<file path="config.mk">
export PLATFORM = sky130hd
export DESIGN_NAME = axis_xgmii_tx
export DESIGN_NICKNAME = d
export VERILOG_FILES = /design/src/rtl/axis_xgmii_tx.sv
export SDC_FILE = /design/constraint.sdc
export NUM_CORES = 1
export LEC_CHECK = 0
export CAP_MARGIN = 20
export CORE_MARGIN = 5
export CORE_UTILIZATION = 50
export CTS_CLUSTER_DIAMETER = 120
export DETAILED_ROUTE_END_ITERATION = 12
export PLACE_DENSITY_LB_ADDON = 0.1
export SYNTH_ARGS = -nofsm -noshare
export SYNTH_HDL_FRONTEND = slang
export SYNTH_SLANG_ARGS = --single-unit
</file>
<file path="constraint.sdc">
create_clock -name clk -period 24.2 [get_ports clk]
set_input_delay 3.63 -clock clk [delete_from_list [all_inputs] [get_ports clk]]
set_output_delay 3.63 -clock clk [all_outputs]
set_load 0.005 [all_outputs]
</file>
<file path="src/rtl/axis_xgmii_tx.sv">
// axis_xgmii_tx: 64-bit AXI-Stream to XGMII TX framer (preamble, pad, zero FCS slot, /T/, IFG, /E/ abort).
// Latency: one registered column per clk; a start request in IDLE yields the preamble on the next edge.
// Backpressure: tready is high only in DATA/DROP; an empty input in DATA aborts the frame with /E/.
//
// Ports:
//   clk, rst          clock, synchronous active-high reset
//   s_axis_tdata      64-bit payload, byte 0 in bits [7:0], byte 0 sent first
//   s_axis_tkeep      byte enables, only honoured on the tlast beat
//   s_axis_tvalid     beat valid
//   s_axis_tlast      last beat of frame
//   s_axis_tready     beat accepted when tvalid && tready
//   xgmii_txo         registered XGMII TX column (8 data lanes + 8 ctrl bits)

package axis_xgmii_tx_pkg;
    typedef struct packed {
        logic [7:0][7:0] data;   // data[i] is lane i
        logic [7:0]      ctrl;   // ctrl[i] flags lane i as a control character
    } xgmii_t;
endpackage

module axis_xgmii_tx
    import axis_xgmii_tx_pkg::*;
#(
    parameter int MIN_PAYLOAD = 60,
    parameter int IFG_BYTES   = 12
) (
    input  logic        clk,
    input  logic        rst,
    input  logic [63:0] s_axis_tdata,
    input  logic [7:0]  s_axis_tkeep,
    input  logic        s_axis_tvalid,
    input  logic        s_axis_tlast,
    output logic        s_axis_tready,
    output xgmii_t      xgmii_txo
);

    localparam logic [7:0] C_IDLE  = 8'h07;
    localparam logic [7:0] C_TERM  = 8'hFD;
    localparam logic [7:0] C_ERROR = 8'hFE;

    localparam xgmii_t IDLE_COL = {{8{C_IDLE}}, 8'hFF};
    localparam xgmii_t ERR_COL  = {{8{C_ERROR}}, 8'hFF};
    localparam xgmii_t PRE_COL  = {64'hD5555555555555FB, 8'h01};

    typedef enum logic [2:0] {
        ST_IDLE,
        ST_DATA,
        ST_TAIL,
        ST_IFG,
        ST_DROP
    } state_t;

    state_t      state_q, state_d;
    logic [15:0] byte_cnt_q, byte_cnt_d;
    logic [15:0] rem_q, rem_d;       // tail zero bytes still owed after the last beat
    logic [15:0] ifg_q, ifg_d;       // full idle columns still owed before the next start
    xgmii_t      col_q, col_d;

    // Idle columns needed after a terminate column whose /T/ sits in term_lane;
    // the idle lanes above /T/ already count toward the gap.
    function automatic logic [15:0] ifg_cols(input int term_lane);
        int need;
        need = IFG_BYTES - (7 - term_lane);
        if (need < 0) begin
            need = 0;
        end
        return 16'((need + 7) / 8);
    endfunction

    always_comb begin
        int k;
        int total;
        int tail;
        int lane;

        state_d       = state_q;
        byte_cnt_d    = byte_cnt_q;
        rem_d         = rem_q;
        ifg_d         = ifg_q;
        col_d         = IDLE_COL;
        s_axis_tready = 1'b0;
        k             = 0;
        total         = 0;
        tail          = 0;
        lane          = 0;

        case (state_q)
            ST_IDLE: begin
                if (s_axis_tvalid) begin
                    col_d      = PRE_COL;
                    byte_cnt_d = '0;
                    state_d    = ST_DATA;
                end
            end

            ST_DATA: begin
                s_axis_tready = !rst;
                if (!s_axis_tvalid) begin
                    // Underrun: poison the frame and swallow the rest of it.
                    col_d   = ERR_COL;
                    ifg_d   = ifg_cols(7);
                    state_d = ST_DROP;
                end else if (!s_axis_tlast) begin
                    col_d.data = s_axis_tdata;
                    col_d.ctrl = 8'h00;
                    byte_cnt_d = (byte_cnt_q > 16'hFFF7) ? 16'hFFFF : byte_cnt_q + 16'd8;
                end else begin
                    for (int i = 0; i < 8; i++) begin
                        k = k + int'(s_axis_tkeep[i]);
                    end
                    total = int'(byte_cnt_q) + k;
                    tail  = ((total < MIN_PAYLOAD) ? (MIN_PAYLOAD - total) : 0) + 4;
                    for (int i = 0; i < 8; i++) begin
                        if (i < k) begin
                            col_d.data[i] = s_axis_tdata[8*i +: 8];
                            col_d.ctrl[i] = 1'b0;
                        end else if (i < k + tail) begin
                            col_d.data[i] = 8'h00;
                            col_d.ctrl[i] = 1'b0;
                        end else if (i == k + tail) begin
                            col_d.data[i] = C_TERM;
                            col_d.ctrl[i] = 1'b1;
                        end else begin
                            col_d.data[i] = C_IDLE;
                            col_d.ctrl[i] = 1'b1;
                        end
                    end
                    byte_cnt_d = '0;
                    if (k + tail <= 7) begin
                        ifg_d   = ifg_cols(k + tail);
                        state_d = (ifg_cols(k + tail) == 16'd0) ? ST_IDLE : ST_IFG;
                    end else begin
                        rem_d   = 16'(tail - (8 - k));
                        state_d = ST_TAIL;
                    end
                end
            end

            ST_TAIL: begin
                if (rem_q >= 16'd8) begin
                    // rem == 8 also lands here: /T/ then goes to lane 0 next cycle.
                    col_d.data = '0;
                    col_d.ctrl = 8'h00;
                    rem_d      = rem_q - 16'd8;
                end else begin
                    lane = int'(rem_q);
                    for (int i = 0; i < 8; i++) begin
                        if (i < lane) begin
                            col_d.data[i] = 8'h00;
                            col_d.ctrl[i] = 1'b0;
                        end else if (i == lane) begin
                            col_d.data[i] = C_TERM;
                            col_d.ctrl[i] = 1'b1;
                        end else begin
                            col_d.data[i] = C_IDLE;
                            col_d.ctrl[i] = 1'b1;
                        end
                    end
                    ifg_d   = ifg_cols(lane);
                    state_d = (ifg_cols(lane) == 16'd0) ? ST_IDLE : ST_IFG;
                end
            end

            ST_IFG: begin
                if (ifg_q <= 16'd1) begin
                    ifg_d   = '0;
                    state_d = ST_IDLE;
                end else begin
                    ifg_d = ifg_q - 16'd1;
                end
            end

            ST_DROP: begin
                s_axis_tready = !rst;
                if (s_axis_tvalid && s_axis_tlast) begin
                    state_d = (ifg_q == 16'd0) ? ST_IDLE : ST_IFG;
                end
            end

            default: begin
                state_d = ST_IDLE;
            end
        endcase
    end

    always_ff @(posedge clk) begin
        if (rst) begin
            state_q    <= ST_IDLE;
            byte_cnt_q <= '0;
            rem_q      <= '0;
            ifg_q      <= '0;
            col_q      <= IDLE_COL;
        end else begin
            state_q    <= state_d;
            byte_cnt_q <= byte_cnt_d;
            rem_q      <= rem_d;
            ifg_q      <= ifg_d;
            col_q      <= col_d;
        end
    end

    assign xgmii_txo = col_q;

endmodule
</file>
==> out/results.txt, run 1 <==
status: completed
hold_ws: 466 ps
Max Buffers Root-to-Sink: 2
Seq/Total Area, Yosys: 26.6%
mapped cell area: 9100 sq um
area of the core: 18,000 sq um
TNS Setup: 0 ps
Synth async-reset ratio: 0%
via count: 9,615
critical path's slowest cell: fa_1
adder-cell share of the synthesized area: 8.00%
Initial Util: 50.6%
RSZ-0062 raised after global routing: no
Main synth FF type: dfxtp_1
Reg-to-Reg Start: byte_cnt_q[1]$_SDFFE_PP0P_
Slew Limit Fails: 0
post-synthesis compound-gate area fraction: 29.0%
Total GRT Usage: 28.4%
post-synthesis mux area share: 0.935%
share of cells above drive strength 1: 5.83%
WP data arrival: 12,800 ps
worst hold path stage count: 1
Final ANT Viol Nets: 0
routed vias/inst: 6.07
Mapped Avg Cell Area: 7.43 sq um
largest net degree at the start of global routing: 50
Slew @ Worst Pin: 1010 ps
nets: 1,472
Post-Synth Simple-Gate Area: 24.4%
crit-path max cell delay: 570 ps
Final Hold Viols: 0
delay-heaviest family, CP: adder cells
largest family of logic cells by synthesized area: compound AO/OA/AOI/OAI gates
worst r2r path cells: 21
per-cell routed wire length: 19.0 microns
Worst setup EP type: flip-flop
crit share post-route: 51.8%
Hold Crit Class: reg2reg
clock slew at reported path FFs: 60 ps
Synth area leader: dfxtp_1
Post-CTS Hold Fix Bufs: 0
Final HPWL DP: 22,700 microns
Placer Congestion: 0.962
Ports: 149
DIE AREA: 21,000 sq um
area share of the largest cell type after synthesis: 26.6%
WP buf/inv: 6
CP required: 24,460 ps
floorplan row count: 49
relative slew slack: 32.0%
clk_skew: 17.5 ps
Die X: 145 microns
Synth area leaders: dfxtp_1, a21oi_1, ha_1
Synth Instances: 1,224
drt pass-1 iters: 5
CTS tree: yes
Post-Synth XOR/XNOR Area: 5.85%
post-CTS setup buffer count: 0
CP Max Fanout: 10
H-Tree Depth: 4
most frequent cells in the layout: clkdlybuf4s50_1, a21oi_1, nand2_1
die height: 145 microns
minimum clock period: 12,540 ps
setup-violating endpoint count in the final report: 0
total gr overflow: 0
clock sink count: 121
Yosys reg bits: 121
hold endpoint: ifg_q[14]$_SDFFE_PP0P_
initial DRC count: 658
EDFF count, synth: 0
CTS root buf: clkbuf_16
hold_sp: ifg_q[14]$_SDFFE_PP0P_
Cell variety after synth: 82
antenna violations before repair: 0
post_cts resized: 0
P&R area growth vs syn: 23.7%
fmax: 79.7 MHz
Max Cap Violations: 0
CP Launch Type: primary input
Worst-Skew Late Latency: 430 ps
IO Port Bufs: 148
Layout fillers: 1,668
R2R Path End: state_q[0]$_SDFFE_PP0P_
most common cell after layout, fill and taps aside: clkdlybuf4s50_1
FF-to-FF setup slack: 17,340 ps
Synth Warn #: 0
Critical Setup Path Class: in2reg
DR DRC count: 0
Ant. Diodes: 0
vias in the first global route: 8,780
Post-Route WL: 30,100 microns
first-pass GRT wire length: 47,700 microns
CTS Buf Count: 17
[cells by family after synthesis]
family / Yosys count
and+or+nand+nor: 447
adders and majority gates: 54
xor gates and xnor gates: 59
AOI/OAI and AO/OA: 414
muxes: 7
DFF: 121
other: 2
buffers and inverters: 120
[per-layer routing]
metal | up-vias | track usage, % | share of wire [%]
met5 | - | 0 | 0
li1 | 4679 | - | -
met3 | 43 | 4.67 | 8.1
met2 | 386 | 46.8 | 46
met4 | 0 | 6.48 | 1.7
met1 | 4507 | 39.1 | 44
[cells in the mapped netlist, types with 4 or more instances]
cell type	count
o211ai_1	14
nor2b_1	12
o22ai_1	4
a311oi_1	9
nand2b_1	11
and4_1	6
and3_1	13
a22oi_1	4
o221ai_1	6
ha_1	47
nand4_1	8
a21o_1	10
o21ai_0	91
nor4_1	17
or3_1	25
a21oi_1	133
o31ai_1	11
nor3b_1	5
inv_1	53
a211o_1	8
nor2_1	100
or4_1	9
nand2_1	132
nand3_1	33
a211oi_1	23
a21boi_0	6
o21a_1	18
a31oi_1	28
a221oi_1	5
fa_1	7
or2_2	7
nor3_1	38
and2_1	11
mux2i_1	4
buf_2	12
clkbuf_1	54
xnor2_1	36
dfxtp_1	121
xor2_1	21
[final cells by class]
cell class	count	area [sq um]	share of cell area [%]
Multi-Input combinational cell	992	6250	55.5
Sequential cell	121	2420	21.5
Timing Repair Buffer	157	1550	13.8
Clock buffer	18	429	3.81
Tap cell	229	287	2.55
Inverter	53	199	1.77
Clock inverter	14	114	1.01
[metrics by stage]
step	cell area (sq um)	utilization (%)	worst slack, ps	instances
after floorplan	9130	-	12820	1233
after global placement	10700	59.5	11610	1551
after detailed placement	10700	59.5	11350	1551
after CTS	11200	62.5	11780	1583
after global routing	11200	62.6	11070	1584
final	11200	62.6	11660	1584
[how the worst max path moves through the flow]
stage / slack, ps / cells after the start / endpoint / from
2_1_floorplan: 12820 / 31 / state_q[0]$_SDFFE_PP0P_ / s_axis_tkeep[0]
3_3_place_gp: 11610 / 31 / state_q[0]$_SDFFE_PP0P_ / s_axis_tkeep[0]
3_5_place_dp: 11350 / 31 / state_q[0]$_SDFFE_PP0P_ / s_axis_tkeep[0]
4_1_cts: 11780 / 31 / state_q[0]$_SDFFE_PP0P_ / s_axis_tkeep[0]
5_1_grt: 11070 / 31 / state_q[0]$_SDFFE_PP0P_ / s_axis_tkeep[1]
6_report: 11660 / 31 / state_q[0]$_SDFFE_PP0P_ / s_axis_tkeep[0]
[registers in the layout (all words and copies together), names as in the netlist]
signal / flops
xgmii_txo: 72
ifg_q: 16
rem_q: 16
byte_cnt_q: 14
state_q: 3
Power of run 1 is not shown: default switching activity piles up to over one toggle a cycle in this logic, so the estimate is an artifact.
==> run 2, diff against run 1 <==
clock period = 12.87 ns   (was 24.2 ns; I/O delays follow)
==> out/results.txt, run 2 (synthesis results as in run 1) <==
status: completed
Setup WS post-layout: 2040 ps (-9620 ps)
clk_skew: 11.4 ps (-6.13 ps)
clock slew at reported path FFs: 70 ps (about the same)
Worst setup EP type: flip-flop
CTS root buf: clkbuf_16
worst slack at placement: 1730 ps (-9620 ps)
Final HPWL DP: 22,500 microns (-0.65%)
setup-violating endpoint count in the final report: 0 (unchanged)
Reg-to-Reg Start: byte_cnt_q[1]$_SDFFE_PP0P_
floorplan row count: 49 (unchanged)
P&R area growth vs syn: 24.0%
WP buf/inv: 6 (unchanged)
largest net degree at the start of global routing: 50 (unchanged)
CP Launch Point: s_axis_tkeep[0]
Hold Crit Class: reg2reg
TNS Setup: 0 ps (unchanged)
most common cell after layout, fill and taps aside: clkdlybuf4s50_1
crit-path max cell delay: 580 ps (about the same)
Worst-Skew Late Latency: 420 ps (about the same)
Ports: 149 (unchanged)
CTS Buf Count: 17 (unchanged)
worst r2r path cells: 21 (unchanged)
Slew @ Worst Pin: 1100 ps (+96.1 ps)
delay-heaviest family, CP: adder cells
max FFs per register: 72 (unchanged)
CP required: 13,130 ps (-11,330 ps)
Max Buffers Root-to-Sink: 2 (unchanged)
critical path's slowest cell: fa_1
first-pass GRT wire length: 47,100 microns (-1.2%)
share of cells above drive strength 1: 5.76% (-0.070 points)
Initial Util: 50.6% (unchanged)
post_cts resized: 0 (unchanged)
crit share post-route: 84.1%
antenna violations before repair: 0 (unchanged)
Total GRT Usage: 28.2% (-0.21 points)
CTS tree: yes
Layout Cells excl Fill: 1,583 (-0.063%)
die height: 145 microns (unchanged)
Critical Setup Path Class: in2reg
H-Tree Depth: 4 (unchanged)
per-cell routed wire length: 19.1 microns (+0.64%)
initial DRC count: 740 (+12%)
CP Launch Type: primary input
relative slew slack: 26.2% (-5.8 points)
placed cells: 1,551 (unchanged)
Post-CTS Hold Fix Bufs: 0 (unchanged)
Slew Limit Fails: 0 (unchanged)
Post-Route WL: 30,200 microns (+0.58%)
hold_ws: 463 ps (-3.08 ps)
Final ANT Viol Nets: 0 (unchanged)
Placer Congestion: 0.962 (about the same)
fmax: 92.3 MHz
minimum clock period: 10,830 ps
CP Depth: 31 (unchanged)
WP data arrival: 11,090 ps (-1710 ps)
vias in the first global route: 8,710 (-0.80%)
post-CTS setup buffer count: 0 (unchanged)
worst hold path stage count: 1 (unchanged)
IO Port Bufs: 148 (unchanged)
drt pass-1 iters: 8 (+3)
routed vias/inst: 6.07 (about the same)
most frequent cells in the layout: clkdlybuf4s50_1, a21oi_1, nand2_1
via count: 9,604 (-0.11%)
Ant. Diodes: 0 (unchanged)
DR DRC count: 0 (unchanged)
Die X: 145 microns (unchanged)
nets: 1,471 (-0.068%)
DIE AREA: 21,000 sq um (unchanged)
Max Cap Violations: 0 (unchanged)
Final Hold Viols: 0 (unchanged)
RSZ-0062 raised after global routing: no
CP Max Fanout: 10 (unchanged)
total gr overflow: 0 (unchanged)
clock sink count: 121 (unchanged)
hold_sp: ifg_q[14]$_SDFFE_PP0P_
area of the core: 18,000 sq um (unchanged)
## run 2: changes by cell type in the layout (fill, tap and decap cells not counted)
cell	before	now
inv_8	0	1
clkinv_4	3	4
inv_6	6	5
clkinvlp_4	4	1
clkbuf_8	1	0
bufinv_16	0	2
## run 2: stage by stage
step                      util, %  instance area, sq um
after floorplan                 -                  9130
after global placement       59.5                 10700
after detailed placement     59.5                 10700
after CTS                    62.8                 11300
after global routing         62.8                 11300
final                        62.8                 11300
## run 2: path summary, 6_finish.rpt
kind                                   to  slack, ps
hold reg to reg    ifg_q[14]$_SDFFE_PP0P_        460
setup / recovery  state_q[0]$_SDFFE_PP0P_       2040
hold / removal     ifg_q[14]$_SDFFE_PP0P_        460
setup reg to reg  state_q[0]$_SDFFE_PP0P_       6040
## run 2: layout make-up
type | instances | area [sq um]
multi-input combinational | 992 | 6250
clock buffer | 18 | 429
clock inverter | 14 | 163
tap | 229 | 287
fill | 1629 | 6680
sequential | 121 | 2420
timing repair buffer | 156 | 1540
inverter | 53 | 199
## run 2: routing by layer
metal / routed length [microns] / global-route usage [%]
met1: 13200 / 38.6
met2: 13600 / 45.9
met3: 2750 / 4.57
met4: 741 / 8.44
met5: 0 / 0
Power of run 2 is left out for the same reason.
